===== config.mk =====
export PLATFORM = sky130hd
export DESIGN_NAME = buzzer_sequencer
export DESIGN_NICKNAME = d
export VERILOG_FILES = /design/src/rtl/buzzer_sequencer.sv
export SDC_FILE = /design/constraint.sdc
export NUM_CORES = 1
export LEC_CHECK = 0
export BUFFER_PORTS_ARGS = -buffer_cell sky130_fd_sc_hd__buf_2
export CORE_ASPECT_RATIO = 0.75
export CORE_MARGIN = 4
export CORE_UTILIZATION = 45
export CTS_CLUSTER_SIZE = 28
export DETAILED_ROUTE_END_ITERATION = 6
export PLACE_DENSITY = 0.65
export SLEW_MARGIN = 10
export SYNTH_ARGS = -nofsm -noshare
export SYNTH_HDL_FRONTEND = slang
export SYNTH_SLANG_ARGS = --single-unit

===== constraint.sdc =====
create_clock -name clk -period 2.4 [get_ports clk]
set_input_delay 0.12 -clock clk [delete_from_list [all_inputs] [get_ports clk]]
set_output_delay 0.12 -clock clk [all_outputs]
set_load 0.01 [all_outputs]

===== src/rtl/buzzer_sequencer.sv =====
// Buzzer pattern sequencer: three prioritised requesters, each mapped to a tone and a beep count.
// Optional feature macro: BUZZER_PREEMPT_EN (a higher-priority request aborts the running pattern).
module buzzer_sequencer #(
    parameter int unsigned ON_TICKS  = 4,
    parameter int unsigned OFF_TICKS = 2,
    parameter int unsigned TONE_0    = 4,
    parameter int unsigned TONE_1    = 8,
    parameter int unsigned TONE_2    = 16,
    parameter int unsigned BEEPS_0   = 1,
    parameter int unsigned BEEPS_1   = 2,
    parameter int unsigned BEEPS_2   = 3
) (
    input  logic        clk,
    input  logic        rst_n,
    input  logic        tick,
    input  logic [2:0]  req,
    output logic        buzz_enable,
    output logic [15:0] freq_select,
    output logic [2:0]  ack,
    output logic        done,
    output logic        busy
);

    typedef enum logic [1:0] {
        IDLE = 2'd0,
        ON   = 2'd1,
        OFF  = 2'd2
    } state_t;

    localparam logic [15:0] ON_LAST  = 16'(ON_TICKS - 1);
    localparam logic [15:0] OFF_LAST = 16'(OFF_TICKS - 1);

    state_t      state;
    logic [2:0]  pending;
    logic [1:0]  sel;
    logic [3:0]  beep_cnt;
    logic [15:0] tick_cnt;

    logic        has_pend;
    logic [1:0]  hi;
    logic        preempt;
    logic        load;
    logic [2:0]  clear_mask;

    function automatic logic [15:0] tone_of(input logic [1:0] idx);
        case (idx)
            2'd2:    tone_of = 16'(TONE_2);
            2'd1:    tone_of = 16'(TONE_1);
            default: tone_of = 16'(TONE_0);
        endcase
    endfunction

    function automatic logic [3:0] beeps_of(input logic [1:0] idx);
        case (idx)
            2'd2:    beeps_of = 4'(BEEPS_2);
            2'd1:    beeps_of = 4'(BEEPS_1);
            default: beeps_of = 4'(BEEPS_0);
        endcase
    endfunction

    always_comb begin
        has_pend = |pending;
        if (pending[2])
            hi = 2'd2;
        else if (pending[1])
            hi = 2'd1;
        else
            hi = 2'd0;
    end

`ifdef BUZZER_PREEMPT_EN
    always_comb preempt = (state != IDLE) && has_pend && (hi > sel);
`else
    always_comb preempt = 1'b0;
`endif

    always_comb begin
        load       = ((state == IDLE) && has_pend) || preempt;
        clear_mask = load ? (3'b001 << hi) : 3'b000;
    end

    always_ff @(posedge clk or negedge rst_n) begin
        if (!rst_n) begin
            state       <= IDLE;
            pending     <= '0;
            sel         <= '0;
            beep_cnt    <= '0;
            tick_cnt    <= '0;
            buzz_enable <= 1'b0;
            freq_select <= '0;
            ack         <= '0;
            done        <= 1'b0;
            busy        <= 1'b0;
        end else begin
            // New requests win over the clear of the index being accepted this edge.
            pending <= (pending & ~clear_mask) | req;
            ack     <= '0;
            done    <= 1'b0;

            if (load) begin
                state       <= ON;
                sel         <= hi;
                beep_cnt    <= beeps_of(hi);
                tick_cnt    <= '0;
                ack         <= clear_mask;
                buzz_enable <= 1'b1;
                freq_select <= tone_of(hi);
                busy        <= 1'b1;
            end else begin
                case (state)
                    ON: begin
                        if (tick) begin
                            if (tick_cnt == ON_LAST) begin
                                tick_cnt    <= '0;
                                state       <= OFF;
                                buzz_enable <= 1'b0;
                            end else begin
                                tick_cnt <= tick_cnt + 16'd1;
                            end
                        end
                    end
                    OFF: begin
                        if (tick) begin
                            if (tick_cnt == OFF_LAST) begin
                                tick_cnt <= '0;
                                beep_cnt <= beep_cnt - 4'd1;
                                if (beep_cnt == 4'd1) begin
                                    state       <= IDLE;
                                    done        <= 1'b1;
                                    busy        <= 1'b0;
                                    freq_select <= '0;
                                end else begin
                                    state       <= ON;
                                    buzz_enable <= 1'b1;
                                end
                            end else begin
                                tick_cnt <= tick_cnt + 16'd1;
                            end
                        end
                    end
                    default: ;
                endcase
            end
        end
    end

endmodule


Word-level counts from Yosys, hierarchy flattened --
Index checks and enable logic that the tools add are counted.
Word-level totals: latch bits 0, register bits 47, logic and storage cells 85, memories kept 0, bits of input ports 6, RAM bits 0, memory bits (read-only) 0, output and inout bits 22
Operators by class: reductions and logical operators 13, $lt $le $gt $ge 0, add/subtract/negate cells 2, divide/modulo/power cells 0, shift operators 1, equality and inequality tests 12, multiply operators 0, bitwise operators 3, muxes and demuxes 45
Operator list (number):
- two-way mux 16 bit | 10
- one-hot mux 16 bit (2 select lines) | 1
- two-way mux 1 bit | 18
- adder 16 x 1 -> 16 bit, second input constant | 1
- equality test 16 x 1 -> 1 bit, second input constant | 1
- equality test 16 x 2 -> 1 bit, second input constant | 1
- two-way mux 4 bit | 4
- != test 3 bit, second input constant | 5
- two-way mux 2 bit | 6
- one-hot mux 5 bit (2 select lines) | 1
- one-hot mux 2 bit (2 select lines) | 2
- nonzero test 2 bit | 4
- two-way mux 3 bit | 2
- AND reduction 3 bit | 2
- AND reduction 6 bit | 1
- AND reduction 5 bit | 1
- equality test 2 x 1 -> 1 bit, second input constant | 2
- equality test 2 bit, second input constant | 2
- equality test 4 x 1 -> 1 bit, second input constant | 1
- AND reduction 4 bit | 1
- subtractor 4 x 1 -> 4 bit, second input constant | 1
- bitwise AND 3 bit | 1
- NOT 3 bit | 1
- bitwise OR 3 bit | 1
- 6 further kinds | 6

Logic depth before layout (Yosys ltp) --
Gate-level depths: netlist (run 1).
depth after elaboration 7, gate-level depth with buffers 7, depth with buffers taken out 6

Least setup slack after synthesis (run 1) --
OpenSTA, ideal clock, no wires.
path kind reg-to-reg, from register tick_cnt[3], to register state[0], data arrival time 1.498 ns, cell stages (with the launch flop) 7, clock period less this slack 1.625 ns, data required time 2.273 ns, slack 0.775 ns, cells stage by stage dfrtp_1 -> nor4_1 -> and4_1 -> buf_4 -> nand3_2 -> nand3_2 -> mux2_1
Between the ends: word-level cells in the longest chain between the ends 3, elaborated cells between the ends (all ways) 5, those cells by class eq/ne: 4; reduce/logical: 1
RTL lines:
- start, declared | RTL line 37 | logic [15:0] tick_cnt;
- start signal, assigned | RTL line 118 | tick_cnt <= tick_cnt + 16'd1;
- start signal, assigned | RTL line 137 | tick_cnt <= tick_cnt + 16'd1;
- equality test 16 x 1 -> 1 bit or equality test 16 x 2 -> 1 bit (tied branches) | RTL line 124, 113
- != test 3 bit (no source line)
- AND reduction 5 bit (no source line) *
- end signal, assigned | RTL line 115 | state <= OFF;
- end signal, assigned | RTL line 128 | state <= IDLE;
- end signal, assigned | RTL line 133 | state <= ON;
- end, declared | RTL line 33 | state_t state;
Mark *: on every way between the ends. The rest lies on a longest branch, timed or not. A chain may end at the register's enable or synchronous reset.

Worst setup path in the final report (run 1) --
from register pending[2], to register state[0]
Between the ends: word-level cells in the longest chain between the ends 4, elaborated cells between the ends (all ways) 9, those cells by class eq/ne: 4; mux: 1; reduce/logical: 4
RTL lines:
- start, declared | RTL line 34 | logic [2:0] pending;
- start signal, assigned | RTL line 96 | pending <= (pending & ~clear_mask) | req;
- OR reduction 3 bit * | RTL line 62 | has_pend = |pending;
- logical AND 1 bit * | RTL line 78 | load = ((state == IDLE) && has_pend) || preempt;
- != test 3 bit (no source line) or nonzero test 3 bit (tied branches)
- AND reduction 5 bit (no source line)
- end signal, assigned | RTL line 84 | state <= IDLE;
- end signal, assigned | RTL line 101 | state <= ON;
- end signal, assigned | RTL line 115
Marks and branches as above.

==> key figures, run 1 <==
Place
  – Final GP Congestion: 0.824
  – Input/output buffers: 14
  – Detailed-placement wirelength estimate: 2630 um
  – Post-DP Area: 1940 sq um

Synthesis
  – Post-synth cell types: 42
  – Synthesized flop and latch total: 34
  – FFs w/ async S/R, synth: 1.00
  – Syn avg cell area: 9.81 sq um
  – Register area share after synthesis: 0.452
  – Main synth FF type: dfrtp_1
  – Synthesis Warnings: 0
  – Gate count of the mapped netlist: 192
  – Number of flops mapped to enable cells by yosys: 0
  – Synth area leaders: dfrtp_1 (45%), buf_4 (6.4%), xor2_1 (5.1%)
  – Yosys top cell by area: dfrtp_1
  – Post-synth top area share: 0.452
  – Syn Std Cell Area: 1880 sq um

Power
  – Lkg Pwr: 0.000998 uW
  – Pwr Density: 864 nW/um^2
  – Max VDD drop: 0.000424 V

Layout
  – Share of cells above drive strength 1: 0.163
  – Util after Layout: 0.509
  – Nets: 218
  – N_diodes: 0
  – Area of all placed cells without fillers: 2060 sq um
  – Layout area overhead: 9.50%

CTS
  – Setup bufs post-CTS: 0
  – Clock Latency Late Sink: 0.29 ns
  – Number of gates resized after cts: 0
  – CTS buffer count: 5
  – CTS Sinks: 34
  – CTS clk-pin slew, worst paths: 0.08 ns
  – CTS max path bufs: 2
  – H-Tree Depth: 2
  – CTS tree: done
  – Root Buffer: clkbuf_8

Setup path
  – Critical Path AT: 2.11 ns
  – Setup crit end kind: register
  – CP Class: register to register
  – RR Startpoint: pending[2]$_DFF_PN0_
  – Max FO, Critical Path: 14
  – Reg2reg path depth: 4
  – Critical Path RT: 2.58 ns
  – CP Launch Point: pending[2]$_DFF_PN0_
  – Type of origin of the critical path: register

Route
  – Initial DRC Count: 67
  – Pre-antenna DRT Iters: 4
  – Post-DR vias/cell: 5.36
  – Routed wire length: 3770 um
  – DRC viols: 0
  – DRT antenna net count: 0
  – Via count: 1414
  – Wire per inst: 14.3 um

Run status
  – Status: completed

Timing
  – Setup Viol. Count Final: 0
  – Max Clk Rate: 520 MHz
  – Worst slew margin: 0.496
  – Tmin final: 1.92 ns
  – Max Clock Skew: 0.0110 ns
  – Final hold violations: 0
  – Pins Over Slew Limit: 0
  – Actual slew at the worst max-slew pin: 0.756 ns
  – Tcrit/Tclk final: 0.802
  – Unrepaired setup endpoints after global routing: no
  – Fin Setup TNS: 0 ns
  – Final hold slack: 0.0179 ns

Global routing
  – Largest net degree at the start of global routing: 35
  – Total grt overflow: 0
  – Initial antenna violation count: 0
  – First-pass GRT wire length: 6530 um
  – Gr usage total: 0.161
  – Vias in the first global route: 1360

Floorplan
  – Die area: 5290 sq um
  – I/O pin count: 28
  – Core area: 4050 sq um
  – Core Rows: 20
  – Die height: 64.0 um
  – Starting Density: 0.465
  – Die X: 82.7 um

Hold path
  – Worst Hold Class: input port to register
  – Hold Startpoint: req[2]
  – Hold Path Depth: 2

Job
  – Max-cap viol count: 0
-- metrics by stage --
stage / total power [uW] / worst slack [ns] / std cells
final: 1780 / 0.475 / 264
after floorplan: 1140 / 0.775 / 204
after CTS: 1790 / 0.480 / 264
after detailed placement: 1260 / 0.500 / 255
after global routing: 1900 / 0.349 / 264
after global placement: 1250 / 0.544 / 255
-- critical path, stage by stage, from the launching register on --
cell,delay (ns)
dfrtp_1,0.45
nor3_2,0.28
or3_1,0.35
nand3_2,0.33
mux2_1,0.40
-- layer usage --
metal,track usage,part of all wire,vias up
met1,0.247,0.52,689
met5,0,0,-
met2,0.213,0.41,47
li1,-,-,673
met3,0.0394,0.060,5
met4,0.0673,0.016,0
-- report_power, final --
part	internal, uW	switching (uW)
combinational	176	334
sequential	654	83.9
clock	310	224
-- what timing repair did --
action | 4_1_cts | 5_1_grt
hold buffers | 1 | 0
setup endpoints to repair | 0 | 0
hold endpoints to repair | 34 | 0
-- cell usage in the layout (no fill, tap or decap), types with 3 or more instances in the layout --
cell type,n
o21ai_0,10
o2111ai_1,3
ha_1,4
inv_1,9
conb_1,13
xor2_1,11
nand3_1,6
clkbuf_8,5
nor2_1,21
o21bai_1,3
a22oi_1,3
nand2_1,7
and2_1,3
and4_1,3
buf_2,14
o211ai_1,5
and3_1,8
dfrtp_1,34
a21o_1,7
nor4_1,3
o21ai_1,3
-- final cells by class --
class | count | area, sq um
Fill cell | 386 | 1990
Multi-Input combinational cell | 141 | 903
Sequential cell | 34 | 851
Timing Repair Buffer | 17 | 95.1
Clock buffer | 6 | 72.6
Tap cell | 55 | 68.8
Clock inverter | 2 | 37.5
Inverter | 9 | 33.8
-- synth_stat cells, types with 2 or more instances --
| library cell | number |
|---|---|
| a21o_1 | 7 |
| buf_2 | 4 |
| a22oi_1 | 3 |
| nand3_2 | 2 |
| ha_1 | 4 |
| nand2b_1 | 2 |
| nand2_1 | 7 |
| o21ai_0 | 10 |
| dfrtp_1 | 34 |
| nor2_1 | 21 |
| a21oi_2 | 2 |
| nand3b_1 | 2 |
| o211ai_1 | 5 |
| a21oi_1 | 2 |
| and2_1 | 3 |
| and4_1 | 3 |
| nor3_2 | 2 |
| nand3_1 | 6 |
| nor4_1 | 3 |
| o22ai_1 | 2 |
| o21ai_1 | 3 |
| inv_1 | 9 |
| buf_4 | 16 |
| o2111ai_1 | 3 |
| xor2_1 | 11 |
| and3_1 | 8 |
| o21bai_1 | 3 |
-- kinds of logic (layout without fill, tap and decap cells) --
group	count (synthesis)	count (layout)	share of synthesized area
muxes	2	2	0.0120
adders and majority gates	4	4	0.0266
DFF	34	34	0.452
xor gates and xnor gates	12	12	0.0558
other	1	13	0.00199
AOI/OAI and AO/OA	44	44	0.158
and+or+nand+nor	66	66	0.201
buffers and inverters	29	34	0.0924
-- flip-flops by register name, indices dropped and copies added (netlist names) --
signal and flops:
ack 3, tick_cnt 16, busy 1, pending 3, buzz_enable 1, beep_cnt 4, freq_select 3, state 2
done 1
-- path summary, 6_finish.rpt --
check / slack, ns / endpoint
min in group asynchronous: 0.43 / tick_cnt[7]$_DFFE_PN0P_
max in group asynchronous: 1.47 / tick_cnt[15]$_DFFE_PN0P_
hold / removal: 0.02 / pending[2]$_DFF_PN0_
hold reg to reg: 0.48 / freq_select[2]$_DFFE_PN0P_
setup reg to reg: 0.48 / state[0]$_DFFE_PN0P_
setup / recovery: 0.48 / state[0]$_DFFE_PN0P_
Note: power is estimated with default switching activity, not from simulation.
==> inputs of run 2 (changes only) <==
Settings changed: PLACE_DENSITY 0.65 to 0.68.
Clock period 2.4 ns to 1.6 ns, I/O delays scaled along.
==> run 2 against run 1 <==
Net effect:
- the run now ends with negative setup slack left
- core utilization grew 9.7 points
- clock power is 51% higher
- fmax is 17% higher
- sequential share of layout area fell by 6.5 points
- via count rose by 6.6%
- hold slack gained 0.13 ns
- register-to-register slack worse by 0.53 ns
- global-route usage rose by 1.1 points
- non-clock buffer count up 39
- sequential power is 49% higher
- combinational power grew 120%
- die area is the same
- critical endpoint unchanged
- largest cell class unchanged
==> key figures, run 2 (same netlist as run 1, synthesis figures left out) <==
CTS
  – H-Tree Depth: 2
  – CTS Sinks: 34
  – CTS max path bufs: 2
  – Root Buffer: clkbuf_8
  – CTS buffer count: 5
  – CTS tree: done
  – CTS clk-pin slew, worst paths: 0.07 ns
  – Clock Latency Late Sink: 0.29 ns

Route
  – Wire per inst: 13.3 um
  – Via count: 1508
  – Post-DR vias/cell: 4.98
  – Initial DRC Count: 124
  – Routed wire length: 4030 um
  – Pre-antenna DRT Iters: 4
  – DRT antenna net count: 0
  – DRC viols: 0

Power
  – Clk pwr share: 0.267
  – Sequential share of power: 0.366
  – Switching power: 1050 uW
  – Pwr Density: 1220 nW/um^2
  – Cell Int Power: 1960 uW
  – Max VDD drop: 0.000741 V
  – Lkg Pwr: 0.00121 uW
  – Combinational share of power: 0.367
  – Switching share of total power: 0.350

Layout
  – Fillers: 339
  – Nets: 257
  – Share of cells above drive strength 1: 0.339
  – Layout area overhead: 30.4%
  – Most flops, register: tick_cnt
  – Leading cell type in the layout, fill and taps excluded: buf_4
  – Max reg flops: 16
  – N_diodes: 0
  – Util after Layout: 0.606
  – Regs by FF count: tick_cnt x16, beep_cnt x4
  – Most frequent cells in the layout: buf_4 (36), dfrtp_1 (31), nor2_1 (21)

Setup path
  – Setup crit end kind: register
  – Critical Path RT: 1.78 ns
  – CP Class: register to register
  – Type of origin of the critical path: register
  – Critical Path AT: 1.83 ns
  – Max FO, Critical Path: 5

Global routing
  – Gr usage total: 0.173
  – Largest net degree at the start of global routing: 35
  – First-pass GRT wire length: 6820 um
  – Initial antenna violation count: 0
  – Vias in the first global route: 1414
  – Total grt overflow: 0

Floorplan
  – Die area: 5290 sq um
  – Core Rows: 20
  – Die X: 82.7 um
  – Die height: 64.0 um
  – Starting Density: 0.465
  – Core area: 4050 sq um
  – I/O pin count: 28

Run status
  – Failing checks: negative setup slack
  – Status: complete, but fails checks

Place
  – Post-Place Setup Slack: -0.147 ns
  – Final GP Congestion: 0.818
  – Detailed-placement wirelength estimate: 2920 um
  – Input/output buffers: 14

Timing
  – Tmin final: 1.65 ns
  – Pins Over Slew Limit: 0
  – Max Clk Rate: 606 MHz
  – Unrepaired setup endpoints after global routing: yes
  – Max Clock Skew: 0.00643 ns
  – Setup Viol. Count Final: 3
  – Tcrit/Tclk final: 1.03
  – Final hold violations: 0
  – Setup ws final: -0.0506 ns

Job
  – Max-cap viol count: 0

Hold path
  – Worst Hold Class: input port to register
## run 2: cell types whose count changed in the layout (fill, tap and decap cells not counted), sizes merged
cell         previous run  this run
buf                    16        52
clkinvlp                1         2
clkbuf                  6         5
dlygate4sd3             1         4
## run 2: area by class of cell
type	count	area [sq um]	share of cell area
well taps	55	68.8	0.0280
flip-flops and latches	34	855	0.348
inverters	9	33.8	0.0138
clock buffers	5	68.8	0.0280
multi-input cells	141	982	0.400
repair buffers	56	403	0.164
clock inverters	3	45.0	0.0183
## run 2: repair_timing
| item | CTS | global route |
|---|---|---|
| cloned | 0 | 0 |
| endpoints found under the setup margin | 26 | 26 |
| endpoints found under the hold margin | 37 | 0 |
| resized for setup | 12 | 12 |
| pin swaps | 5 | 7 |
| setup buffers | 2 | 0 |
| hold buffers | 4 | 0 |
## run 2: metrics by stage
step / std cells / instance area (sq um) / setup TNS [ns] / hold WS [ns] / total power [uW]
CTS: 303 / 2400 / -0.127 / 0.149 / 2970
detailed placement: 289 / 2200 / -2.14 / 0.138 / 2070
floorplan: 204 / 1930 / -0.00447 / -0.216 / 1710
finish: 303 / 2460 / -0.0526 / 0.149 / 3010
global placement: 289 / 2200 / -1.69 / 0.140 / 2050
global route: 303 / 2460 / -1.45 / 0.180 / 3200
## run 2: layer usage
metal  up-vias  global-route usage  routed length (um)
met5         -                   0                   0
met4         0              0.0755                  41
met3         5              0.0479                 171
met2        30               0.218                1790
met1       714               0.268                2020
li1        759                   -                   -
## run 2: path summary, 6_finish.rpt
path / depth (start not counted) / slack, ns / endpoint / start
max in group asynchronous: 3 / 0.92 / state[1]$_DFFE_PN0P_ / rst_n
max reg2reg: 5 / -0.05 / state[0]$_DFFE_PN0P_ / tick_cnt[9]$_DFFE_PN0P_
max: 5 / -0.05 / state[0]$_DFFE_PN0P_ / tick_cnt[9]$_DFFE_PN0P_
min in group asynchronous: 3 / 0.34 / tick_cnt[11]$_DFFE_PN0P_ / rst_n
min reg2reg: 1 / 0.48 / freq_select[3]$_DFFE_PN0P_ / freq_select[3]$_DFFE_PN0P_
min: 3 / 0.15 / state[1]$_DFFE_PN0P_ / tick
## run 2: critical path, stage by stage, from the launching register on
cell and delay [ns]:
dfrtp_1 0.39, nor4_2 0.32, and4_4 0.31, nand3_2 0.10, nand3_4 0.11, mux2_4 0.30
## run 2: power groups by stage
stage / clock network [uW] / logic, uW / registers, uW
floorplan: 0 / 610 / 1100
global placement: 0 / 958 / 1090
detailed placement: 0 / 975 / 1090
CTS: 823 / 1060 / 1080
global route: 867 / 1220 / 1120
finish: 803 / 1100 / 1100
